**config.mk**
```make
export PLATFORM = sky130hd
export DESIGN_NAME = discipline_seq
export DESIGN_NICKNAME = d
export VERILOG_FILES = /design/src/rtl/discipline_pkg.sv /design/src/rtl/edge_rise.sv /design/src/rtl/discipline_seq.sv
export SDC_FILE = /design/constraint.sdc
export NUM_CORES = 1
export LEC_CHECK = 0
export CAP_MARGIN = 20
export CORE_ASPECT_RATIO = 1.2
export CORE_MARGIN = 2
export CORE_UTILIZATION = 40
export CTS_BUF_LIST = sky130_fd_sc_hd__clkbuf_16
export CTS_CLUSTER_DIAMETER = 150
export DETAILED_ROUTE_END_ITERATION = 16
export HOLD_SLACK_MARGIN = 0.02
export SETUP_SLACK_MARGIN = 0.15
export SYNTH_ARGS = -nofsm -noshare
export SYNTH_HDL_FRONTEND = slang
export SYNTH_HIERARCHICAL = 1
export SYNTH_SLANG_ARGS = --single-unit
```
**constraint.sdc**
```tcl
create_clock -name CLK_Sys -period 3.9 [get_ports CLK_Sys]
set_input_delay 0.78 -clock CLK_Sys [delete_from_list [all_inputs] [get_ports CLK_Sys]]
set_output_delay 0.78 -clock CLK_Sys [all_outputs]
set_load 0.05 [all_outputs]
```
**src/rtl/discipline_pkg.sv**
```systemverilog
// Shared types and constants for the GPS discipline sequencer.
// State encoding is fixed so Seq_State can be decoded by software.
// PWM_DUTY_HALF is the free-running mid-scale duty word.
package discipline_pkg;

  typedef enum logic [2:0] {
    IDLE   = 3'd0,
    WARMUP = 3'd1,
    TRACK  = 3'd2,
    LOCK   = 3'd3,
    HOLD   = 3'd4
  } seq_state_e;

  localparam logic [15:0] PWM_DUTY_HALF = 16'd32768;

  // States in which samples are handed to the loop filter.
  function automatic logic is_tracking(input seq_state_e s);
    return (s == TRACK) || (s == LOCK);
  endfunction

endpackage

```
**src/rtl/edge_rise.sv**
```systemverilog
// Rising-edge detector: one register stage holds the previous level.
// Latency: rise_o is high for exactly one cycle, the cycle the input is first seen high.
// No backpressure; the input is assumed synchronous to clk_i.
module edge_rise (
  input  logic clk_i,
  input  logic rst_ni,
  input  logic d_i,
  output logic rise_o
);

  logic d_q;

  // Remember last cycle's level so a 0->1 change can be spotted.
  always_ff @(posedge clk_i or negedge rst_ni) begin
    if (!rst_ni) begin
      d_q <= 1'b0;
    end else begin
      d_q <= d_i;
    end
  end

  assign rise_o = d_i & ~d_q;

endmodule

```
**src/rtl/discipline_seq.sv**
```systemverilog
// GPS discipline sequencer: IDLE -> WARMUP -> TRACK -> LOCK, with optional HOLD.
// Loop_Update pulses in the sample cycle; PWM_Duty loads Loop_Duty one cycle later.
// Optional holdover (HOLD state, Hold_Duty register) enabled by macro DISCIPLINE_HOLDOVER_EN.
module discipline_seq
  import discipline_pkg::*;
#(
  parameter int          WARMUP_N  = 16,
  parameter logic [15:0] LOCK_TH   = 16'd8,
  parameter int          LOCK_N    = 8,
  parameter logic [15:0] UNLOCK_TH = 16'd200,
  parameter logic [23:0] WDOG_CYC  = 24'd12_000_000
) (
  input  logic        CLK_Sys,
  input  logic        CLK_Rst,
  input  logic        GPS_Exist,
  input  logic        Flag_Measure_Done,
  input  logic        Flag_Measure_Dir,
  input  logic [15:0] Phase_Out,
  input  logic [15:0] Loop_Duty,
  output logic        Loop_Update,
  output logic [15:0] PWM_Duty,
  output logic [2:0]  Seq_State,
  output logic        Locked
);

  localparam logic [15:0] WARM_LAST = 16'(WARMUP_N - 1);
  localparam logic [15:0] LOCK_CNT  = 16'(LOCK_N);

  seq_state_e  state_q;
  logic [15:0] samp_cnt_q;
  logic [15:0] good_cnt_q;
  logic [15:0] pwm_q;
  logic [23:0] wdog_q;
  logic        upd_q;

  logic        sample;
  logic        wdog_exp;
  logic        gps_loss;
  logic        tracking;
  logic        load_now;
  logic        good_smp;
  logic [15:0] good_inc;

  // Direction only tells the loop filter which way to steer; sequencing ignores it.
  logic dir_unused;
  assign dir_unused = Flag_Measure_Dir;

  edge_rise u_edge (
    .clk_i (CLK_Sys),
    .rst_ni(CLK_Rst),
    .d_i   (Flag_Measure_Done),
    .rise_o(sample)
  );

  assign wdog_exp = (wdog_q >= WDOG_CYC);
  assign gps_loss = ~GPS_Exist | wdog_exp;
  assign tracking = is_tracking(state_q);
  // Loss beats a coincident sample: the sample is simply dropped.
  assign Loop_Update = sample & tracking & ~gps_loss;
  // upd_q marks the cycle after a pulse, when the filter's new duty word is taken.
  assign load_now = upd_q & tracking;
  assign good_smp = (Phase_Out <= LOCK_TH);
  assign good_inc = (good_cnt_q >= LOCK_CNT) ? LOCK_CNT : good_cnt_q + 16'd1;

`ifdef DISCIPLINE_HOLDOVER_EN
  logic [15:0] hold_q;
  logic [15:0] hold_nxt;
  // While locked, every duty update also refreshes the holdover value.
  assign hold_nxt = (load_now && state_q == LOCK) ? Loop_Duty : hold_q;

  // Holdover register, tracked separately so HOLD can replay the last locked duty.
  always_ff @(posedge CLK_Sys or negedge CLK_Rst) begin
    if (!CLK_Rst) begin
      hold_q <= PWM_DUTY_HALF;
    end else begin
      hold_q <= hold_nxt;
    end
  end
`endif

  // Sequencer: state, counters, watchdog and the registered duty word.
  always_ff @(posedge CLK_Sys or negedge CLK_Rst) begin
    if (!CLK_Rst) begin
      state_q    <= IDLE;
      samp_cnt_q <= '0;
      good_cnt_q <= '0;
      pwm_q      <= PWM_DUTY_HALF;
      wdog_q     <= '0;
      upd_q      <= 1'b0;
    end else begin
      upd_q <= Loop_Update;
      if (load_now) begin
        pwm_q <= Loop_Duty;
      end

      // Watchdog only runs while measurements are expected.
      if (tracking || state_q == WARMUP) begin
        wdog_q <= sample ? '0 : wdog_q + 24'd1;
      end else begin
        wdog_q <= '0;
      end

      case (state_q)
        IDLE: begin
          pwm_q <= PWM_DUTY_HALF;
          if (GPS_Exist) begin
            state_q    <= WARMUP;
            samp_cnt_q <= '0;
          end
        end

        WARMUP: begin
          if (gps_loss) begin
            state_q    <= IDLE;
            pwm_q      <= PWM_DUTY_HALF;
            samp_cnt_q <= '0;
            good_cnt_q <= '0;
          end else if (sample) begin
            if (samp_cnt_q == WARM_LAST) begin
              state_q    <= TRACK;
              samp_cnt_q <= '0;
              good_cnt_q <= '0;
            end else begin
              samp_cnt_q <= samp_cnt_q + 16'd1;
            end
          end
        end

        TRACK: begin
          if (gps_loss) begin
            state_q    <= IDLE;
            pwm_q      <= PWM_DUTY_HALF;
            samp_cnt_q <= '0;
            good_cnt_q <= '0;
          end else if (sample) begin
            samp_cnt_q <= samp_cnt_q + 16'd1;
            if (good_smp) begin
              good_cnt_q <= good_inc;
              if (good_inc == LOCK_CNT) begin
                state_q    <= LOCK;
                samp_cnt_q <= '0;
              end
            end else begin
              good_cnt_q <= '0;
            end
          end
        end

        LOCK: begin
          if (gps_loss) begin
            samp_cnt_q <= '0;
            good_cnt_q <= '0;
`ifdef DISCIPLINE_HOLDOVER_EN
            state_q    <= HOLD;
            pwm_q      <= hold_nxt;
`else
            state_q    <= IDLE;
            pwm_q      <= PWM_DUTY_HALF;
`endif
          end else if (sample) begin
            if (Phase_Out > UNLOCK_TH) begin
              state_q    <= TRACK;
              samp_cnt_q <= '0;
              good_cnt_q <= '0;
            end else begin
              samp_cnt_q <= samp_cnt_q + 16'd1;
            end
          end
        end

`ifdef DISCIPLINE_HOLDOVER_EN
        HOLD: begin
          pwm_q <= hold_q;
          if (GPS_Exist) begin
            state_q    <= WARMUP;
            samp_cnt_q <= '0;
          end
        end
`endif

        default: begin
          state_q    <= IDLE;
          pwm_q      <= PWM_DUTY_HALF;
          samp_cnt_q <= '0;
          good_cnt_q <= '0;
        end
      endcase
    end
  end

  assign PWM_Duty  = pwm_q;
  assign Seq_State = state_q;
  assign Locked    = (state_q == LOCK);

endmodule

```
==> parameters.txt, run 1 <==
Parameter                              Value

Outcome
  Run status    completed

Yosys
  Post-synthesis cell type count    59
  Post-synthesis sequential area ratio    0.5080
  Cell taking the most area after synthesis    sky130_fd_sc_hd__dfrtp_1
  Leading cell types by total area after synthesis    sky130_fd_sc_hd__dfrtp_1 (50%), sky130_fd_sc_hd__a22o_1 (5.1%), sky130_fd_sc_hd__nor2_1 (3.6%)
  Synth top area share    0.5010
  Number of enable flip-flop cells after synthesis    0
  Cell area after synthesis    3746 sq um
  Async SR Flop Fraction    1.000
  Synthesized flop and latch total    76
  Warnings from Yosys    6
  Per-instance average area after synthesis    around 10 sq um
  Mapped Nets    between 400 and 500
  Post-Synthesis Cells    approximately 360
  Prevailing post-synth register cell    sky130_fd_sc_hd__dfrtp_1

Die
  Core ar.    ~9000 sq um
  Die extent in x    between 90 and 100 um
  Die Footprint    10,160 sq um
  Count of boundary I/O pins    58
  Die Y    about 110 um
  Number of rows created at floorplan    38
  Effective utilization at floorplan    0.4125

Final layout
  Total number of nets in the final design    460
  Antenna diode count    0
  Share of the core filled with cells    0.5153
  Final Instance Count excl. Fillers    543
  Fraction of final layout cells sized beyond drive strength 1    0.09929
  Fillers    825
  Synthesis-to-layout area growth    24.92%

Power and ir drop
  Internal power    approximately 1.5 mW
  Maximum vdd ir drop    about 0.28 mV
  P per Cell Area    just under 500 nW/um^2
  Switching pwr    between 0.7 and 0.8 mW
  Pwr Total    2.249 mW
  Clock share of power    0.370
  Leakage power total    2.012 nW
  Reg power frac    0.389
  Switching part of the total power    0.3298
  Fraction of power consumed by combinational cells    0.241

Routing
  Number of violations reported at the end of detailed-routing iteration 0    roughly 140
  Via count    ~2,900
  Total length of routed wires    a little under 8 mm
  TritonRoute pass-1 iters    7
  Vias per cell    roughly 5.3
  Routed length per instance    between 10 and 15 um
  ANT nets after route    0
  Detailed-route DRC error count    0

CTS
  Number of hold-repair buffers added at the cts stage    0
  Buffer count from post-CTS setup fixing    0
  Insertion delay to the later sink of the worst-skew pair    between 300 and 400 ps
  Count of H-tree levels built during CTS    3
  Clock-pin slew reported for the worst setup and hold paths after clock tree synthesis    roughly 60 ps
  CTS-repair resized insts    0
  CTS tree    built
  CTS Buf Count    9
  Clk sinks    76
  Maximum root-to-sink buffer count    2
  Clock root buffer master    sky130_fd_sc_hd__clkbuf_16

STA
  Max-Slew Margin vs Limit    0.3495
  Worst slew pin tran    975.8 ps
  Share of the cycle needed by the critical path after routing    0.7931
  Final Hold Violating Endpoints    0
  RSZ-0062 raised after global routing    no
  Min Hold Slack    489.3 ps
  Number of pins with negative max-slew slack in the final report    0
  Minimum period implied by the final worst setup slack    about 3100 ps
  Final clock skew    between 7 and 8 ps
  Max Clock Freq    323.3 MHz
  Setup TNS after final layout    0 ps
  Setup-failing EPs final    0

Place
  HPWL after detailed placement    between 5 and 6 mm
  RD Place Congestion    between 0.7 and 0.8
  IO Port Bufs    55
  Placed Instances    around 530

Worst setup path
  Arr. time, crit path    ~2300 ps
  WP data required    3120 ps
  Type of destination of the critical path    output pin
  Startpoint Class    input pin
  Crit-path max FO    9
  CP Class    in2out

Global routing
  Initial antenna violation count    0
  Global-route wire length before repair    ~13 mm
  GRT overflow    0
  Overall Global Routing Usage    0.1652
  Pin count of the biggest net entering global routing    between 70 and 80
  Via count of the first global-routing pass    2,756

Worst hold path
  Hold crit path type    reg2reg

Flow run
  Maximum capacitance violations    0
synth_stat cells, drive strengths merged (2+ instances only):
library cell and instances:
o21ai 14, nor2b 19, nand2 25, nand2b 2, clkbuf 4, nor2 38
nor3b 2, and4 3, a31oi 4, xor2 15, and3 6, ha 5
a211oi 2, xnor2 6, a21oi 10, or3 3, nand4 8, nor3 10
a21boi 2, or2 2, mux2 2, a22o 22, inv 13, o31ai 7
a221o 3, nand3 25, nor4 12, buf 10, dfrtp 75
flip-flops by register name, summed over array words and instances (netlist names):
| name | count |
|---|---|
| samp_cnt_q | 16 |
| wdog_q | 24 |
| PWM_Duty | 16 |
| Seq_State | 2 |
| good_cnt_q | 16 |
| u_edge/d_q | 1 |
| upd_q | 1 |
critical path, stage by stage:
cell and delay (ps):
sky130_fd_sc_hd__clkdlybuf4s50_1 570, sky130_fd_sc_hd__o21ai_1 150, sky130_fd_sc_hd__a31oi_4 360, sky130_fd_sc_hd__and3_1 240
sky130_fd_sc_hd__buf_4 210
cell families after synthesis:
group,share of synthesized area
adders and majority gates,0.01670
xor gates and xnor gates,0.04910
muxes,0.006012
DFF,0.5080
buffers and inverters,0.03340
and+or+nand+nor,0.2358
AOI/OAI and AO/OA,0.1500
other,0.001001
cell usage in the layout (no fill, tap or decap), types with 2 or more instances in the layout:
cell type                         netlist  layout
sky130_fd_sc_hd__dfrtp_1               75      75
sky130_fd_sc_hd__clkdlybuf4s50_1        0      53
sky130_fd_sc_hd__nor2_1                36      36
sky130_fd_sc_hd__nand3_1               25      25
sky130_fd_sc_hd__nand2_1               24      24
sky130_fd_sc_hd__a22o_1                22      22
sky130_fd_sc_hd__nor2b_1               18      18
sky130_fd_sc_hd__xor2_1                15      15
sky130_fd_sc_hd__inv_1                 13      13
sky130_fd_sc_hd__nor3_1                10      10
sky130_fd_sc_hd__nor4_1                 9       9
sky130_fd_sc_hd__clkbuf_16              0       9
sky130_fd_sc_hd__nand4_1                8       8
sky130_fd_sc_hd__o21ai_0                8       8
sky130_fd_sc_hd__a21oi_1                8       8
sky130_fd_sc_hd__o31ai_1                7       7
sky130_fd_sc_hd__and3_1                 6       6
sky130_fd_sc_hd__xnor2_1                6       6
sky130_fd_sc_hd__o21ai_1                5       5
sky130_fd_sc_hd__ha_1                   5       5
sky130_fd_sc_hd__buf_4                  2       4
sky130_fd_sc_hd__and4_1                 3       3
sky130_fd_sc_hd__or3_1                  3       3
sky130_fd_sc_hd__a31oi_1                3       3
sky130_fd_sc_hd__nor2_2                 2       2
sky130_fd_sc_hd__or2_2                  2       2
sky130_fd_sc_hd__nor4_2                 2       2
sky130_fd_sc_hd__nand2b_1               2       2
sky130_fd_sc_hd__a21oi_4                2       2
sky130_fd_sc_hd__a221o_1                2       2
sky130_fd_sc_hd__mux2_2                 2       2
sky130_fd_sc_hd__inv_6                  0       2
sky130_fd_sc_hd__clkinv_2               0       2
routing by layer:
metal / vias to the layer above / routed length [um] / global-route usage
li1: 1414 / - / -
met1: 1378 / 3807 / 0.2185
met2: 59 / 3566 / 0.2617
met3: 12 / 355 / 0.04011
met4: 0 / 142 / 0.06930
met5: - / 0 / 0
metrics by stage:
step,instance area [sq um],worst slack [ps]
3_5_place_dp,4380,795.5
6_report,4679,807.0
3_3_place_gp,4380,797.8
5_1_grt,4679,734.0
2_1_floorplan,3746,1457
4_1_cts,4679,795.2
final timing paths:
path                       slack [ps]  cells past startpoint          from        endpoint
max                               810                      5     GPS_Exist     Loop_Update
min                               490                      2  PWM_Duty[15]    PWM_Duty[15]
max reg2reg                      1610                      6  Seq_State[1]  samp_cnt_q[15]
min reg2reg                       490                      2  PWM_Duty[15]    PWM_Duty[15]
max in group asynchronous        2670                      1       CLK_Rst    PWM_Duty[12]
min in group asynchronous         610                      1       CLK_Rst       wdog_q[5]
power groups by stage:
| stage | Clock, mW | Sequential [mW] | Combinational, mW |
|---|---|---|---|
| after global routing | 0.895 | 0.883 | 0.588 |
| after detailed placement | 0 | 0.892 | 0.545 |
| after floorplan | 0 | 0.918 | 0.363 |
| after global placement | 0 | 0.891 | 0.541 |
| final | 0.832 | 0.876 | 0.541 |
| after CTS | 0.858 | 0.877 | 0.546 |
cell type report:
type                    instances  area (sq um)  share of cell area
flip-flops and latches         76          1903              0.4067
clock inverters                 7         73.82             0.01578
repair buffers                 57         560.5              0.1198
clock buffers                   9         225.2             0.04813
well taps                     120         150.1             0.03209
multi-input cells             261          1718              0.3671
inverters                      13         48.80             0.01043
No activity file was read; power rests on OpenSTA's default activity.
==> run 2: changes to the inputs <==
clock period = 2.6 ns   (was 3.9 ns; I/O delays follow)
==> parameters.txt, run 2 (synthesis gave the netlist of run 1 again) <==
Parameter                              Value

Worst setup path
  CP Class    reg2out
  FF-to-FF End    samp_cnt_q[10]
  Startpoint Class    register
  Crit-path max FO    12
  Type of destination of the critical path    output pin
  Crit path cell chain    clkdlybuf4s50_1
  CP max-delay cell    sky130_fd_sc_hd__clkdlybuf4s50_1
  Setup slack, reg-to-reg    400 ps
  Max incr delay on CP    a little under 900 ps
  Crit-path leading delay family    buffers and inverters
  Arr. time, crit path    1840 ps
  WP data required    2080 ps
  Worst r2r path cells    6
  Count of buffering cells on the critical path with inverters included    1
  Launch point of the worst reg-to-reg path    Seq_State[1]

STA
  Worst slew pin tran    about 650 ps
  Setup-failing EPs final    0
  Min Hold Slack    roughly 220 ps
  Share of the cycle needed by the critical path after routing    0.9066
  Max-Slew Margin vs Limit    0.5650
  Final clock skew    between 7 and 8 ps
  Minimum period implied by the final worst setup slack    2357 ps
  Number of pins with negative max-slew slack in the final report    0
  RSZ-0062 raised after global routing    no
  Max Clock Freq    about 420 MHz
  Final Hold Violating Endpoints    0

Final layout
  Design area    slightly below 5000 sq um
  Largest register FFs    24
  Register bank with the most flops    wdog_q
  Antenna diode count    0
  Total number of nets in the final design    between 400 and 500
  Synthesis-to-layout area growth    28.42%
  Commonest non-fill, non-tap cells in the layout    sky130_fd_sc_hd__dfrtp_1 (75), sky130_fd_sc_hd__clkdlybuf4s50_1 (52), sky130_fd_sc_hd__nor2_1 (36)
  Fillers    817
  Fraction of final layout cells sized beyond drive strength 1    0.1193
  Most common library cell in the layout ignoring fill and taps    sky130_fd_sc_hd__dfrtp_1

Die
  Number of rows created at floorplan    38
  Die Footprint    approximately 10,000 sq um
  Count of boundary I/O pins    58
  Effective utilization at floorplan    0.4125
  Die Y    about 110 um
  Core ar.    a little over 9000 sq um
  Die extent in x    92.34 um

Power and ir drop
  Maximum vdd ir drop    0.4491 mV
  Leakage power total    2.096 nW
  P per Cell Area    between 700 and 800 nW/um^2

Place
  Post-DP Area    about 4500 sq um
  IO Port Bufs    55
  RD Place Congestion    around 0.8
  HPWL after detailed placement    approximately 5.7 mm

Flow run
  Maximum capacitance violations    0

Global routing
  Met2 Usage GRT    0.2638
  Initial antenna violation count    0
  Global-route wire length before repair    roughly 14 mm
  Met3 routing resource usage after global routing    0.04283
  Pin count of the biggest net entering global routing    between 50 and 60
  Met1 usage in global routing    0.2292
  GRT overflow    0
  Layer with the highest usage after global routing    met2
  Overall Global Routing Usage    0.1722
  Via count of the first global-routing pass    between 2,000 and 3,000

CTS
  Clock root buffer master    sky130_fd_sc_hd__clkbuf_16
  Clock-pin slew reported for the worst setup and hold paths after clock tree synthesis    roughly 60 ps
  Clk sinks    76
  CTS Buf Count    9
  Number of hold-repair buffers added at the cts stage    0
  Insertion delay to the later sink of the worst-skew pair    340 ps
  Maximum root-to-sink buffer count    2
  Count of H-tree levels built during CTS    3
  CTS tree    built

Routing
  Vias per cell    ~5.2
  Via count    a little under 3,000
  TritonRoute pass-1 iters    4
  Number of violations reported at the end of detailed-routing iteration 0    150
  ANT nets after route    0
  Detailed-route DRC error count    0
  Routed length per instance    roughly 14 um
  Total length of routed wires    about 8.0 mm

Outcome
  Run status    completed

Worst hold path
  Hold crit path type    in2async
-- run 2: cell types whose count changed in the layout (fill, tap and decap cells not counted), sizes merged --
cell / before / now
bufinv: 1 / 2
dlygate4sd2: 0 / 1
clkinv: 3 / 2
buf: 4 / 17
clkdlybuf4s50: 53 / 52
-- run 2: through the flow --
step | TNS [ps] | setup WS [ps] | total power, mW | util | cells
floorplan | 0 | 429.3 | 1.922 | - | 364
finish | 0 | 242.9 | 3.530 | 0.5298 | 556
detailed placement | -78.64 | -49.08 | 2.272 | 0.4959 | 540
CTS | 0 | 242.1 | 3.585 | 0.5298 | 556
global route | 0 | 176.9 | 3.737 | 0.5298 | 556
global placement | -25.82 | -24.84 | 2.263 | 0.4959 | 540
-- run 2: repair_timing --
item	in CTS	in global routing
setup endpoints to repair	1	0
setup buffers	0	0
resized for setup	1	0
-- run 2: power by group --
part           switching, mW  internal (mW)  total [mW]
Clock                  0.468          0.827        1.29
Sequential            0.0869           1.24        1.32
Combinational          0.546          0.368       0.913
Total                   1.10           2.43        3.53
-- run 2: routing by layer --
layer	wire [um]	vias up
met4	209	0
met2	3616	66
met1	3800	1375
met3	380	20
li1	-	1442
met5	0	-
-- run 2: worst max-delay path by stage --
stage	startpoint	end	slack, ps	depth (start not counted)
floorplan	Seq_State[1]	samp_cnt_q[7]	430	8
global placement	Phase_Out[0]	samp_cnt_q[10]	-20	7
detailed placement	Phase_Out[13]	samp_cnt_q[10]	-50	7
CTS	Seq_State[1]	Seq_State[1]	240	1
global route	wdog_q[14]	Loop_Update	180	5
finish	Seq_State[1]	Seq_State[1]	240	1
-- run 2: area by class of cell --
type	count	area (sq um)	share of cell area
inverters	13	48.80	0.01014
repair buffers	70	681.9	0.1417
flip-flops and latches	76	1903	0.3956
clock inverters	7	83.83	0.01743
well taps	120	150.1	0.03121
clock buffers	9	225.2	0.04681
multi-input cells	261	1718	0.3571
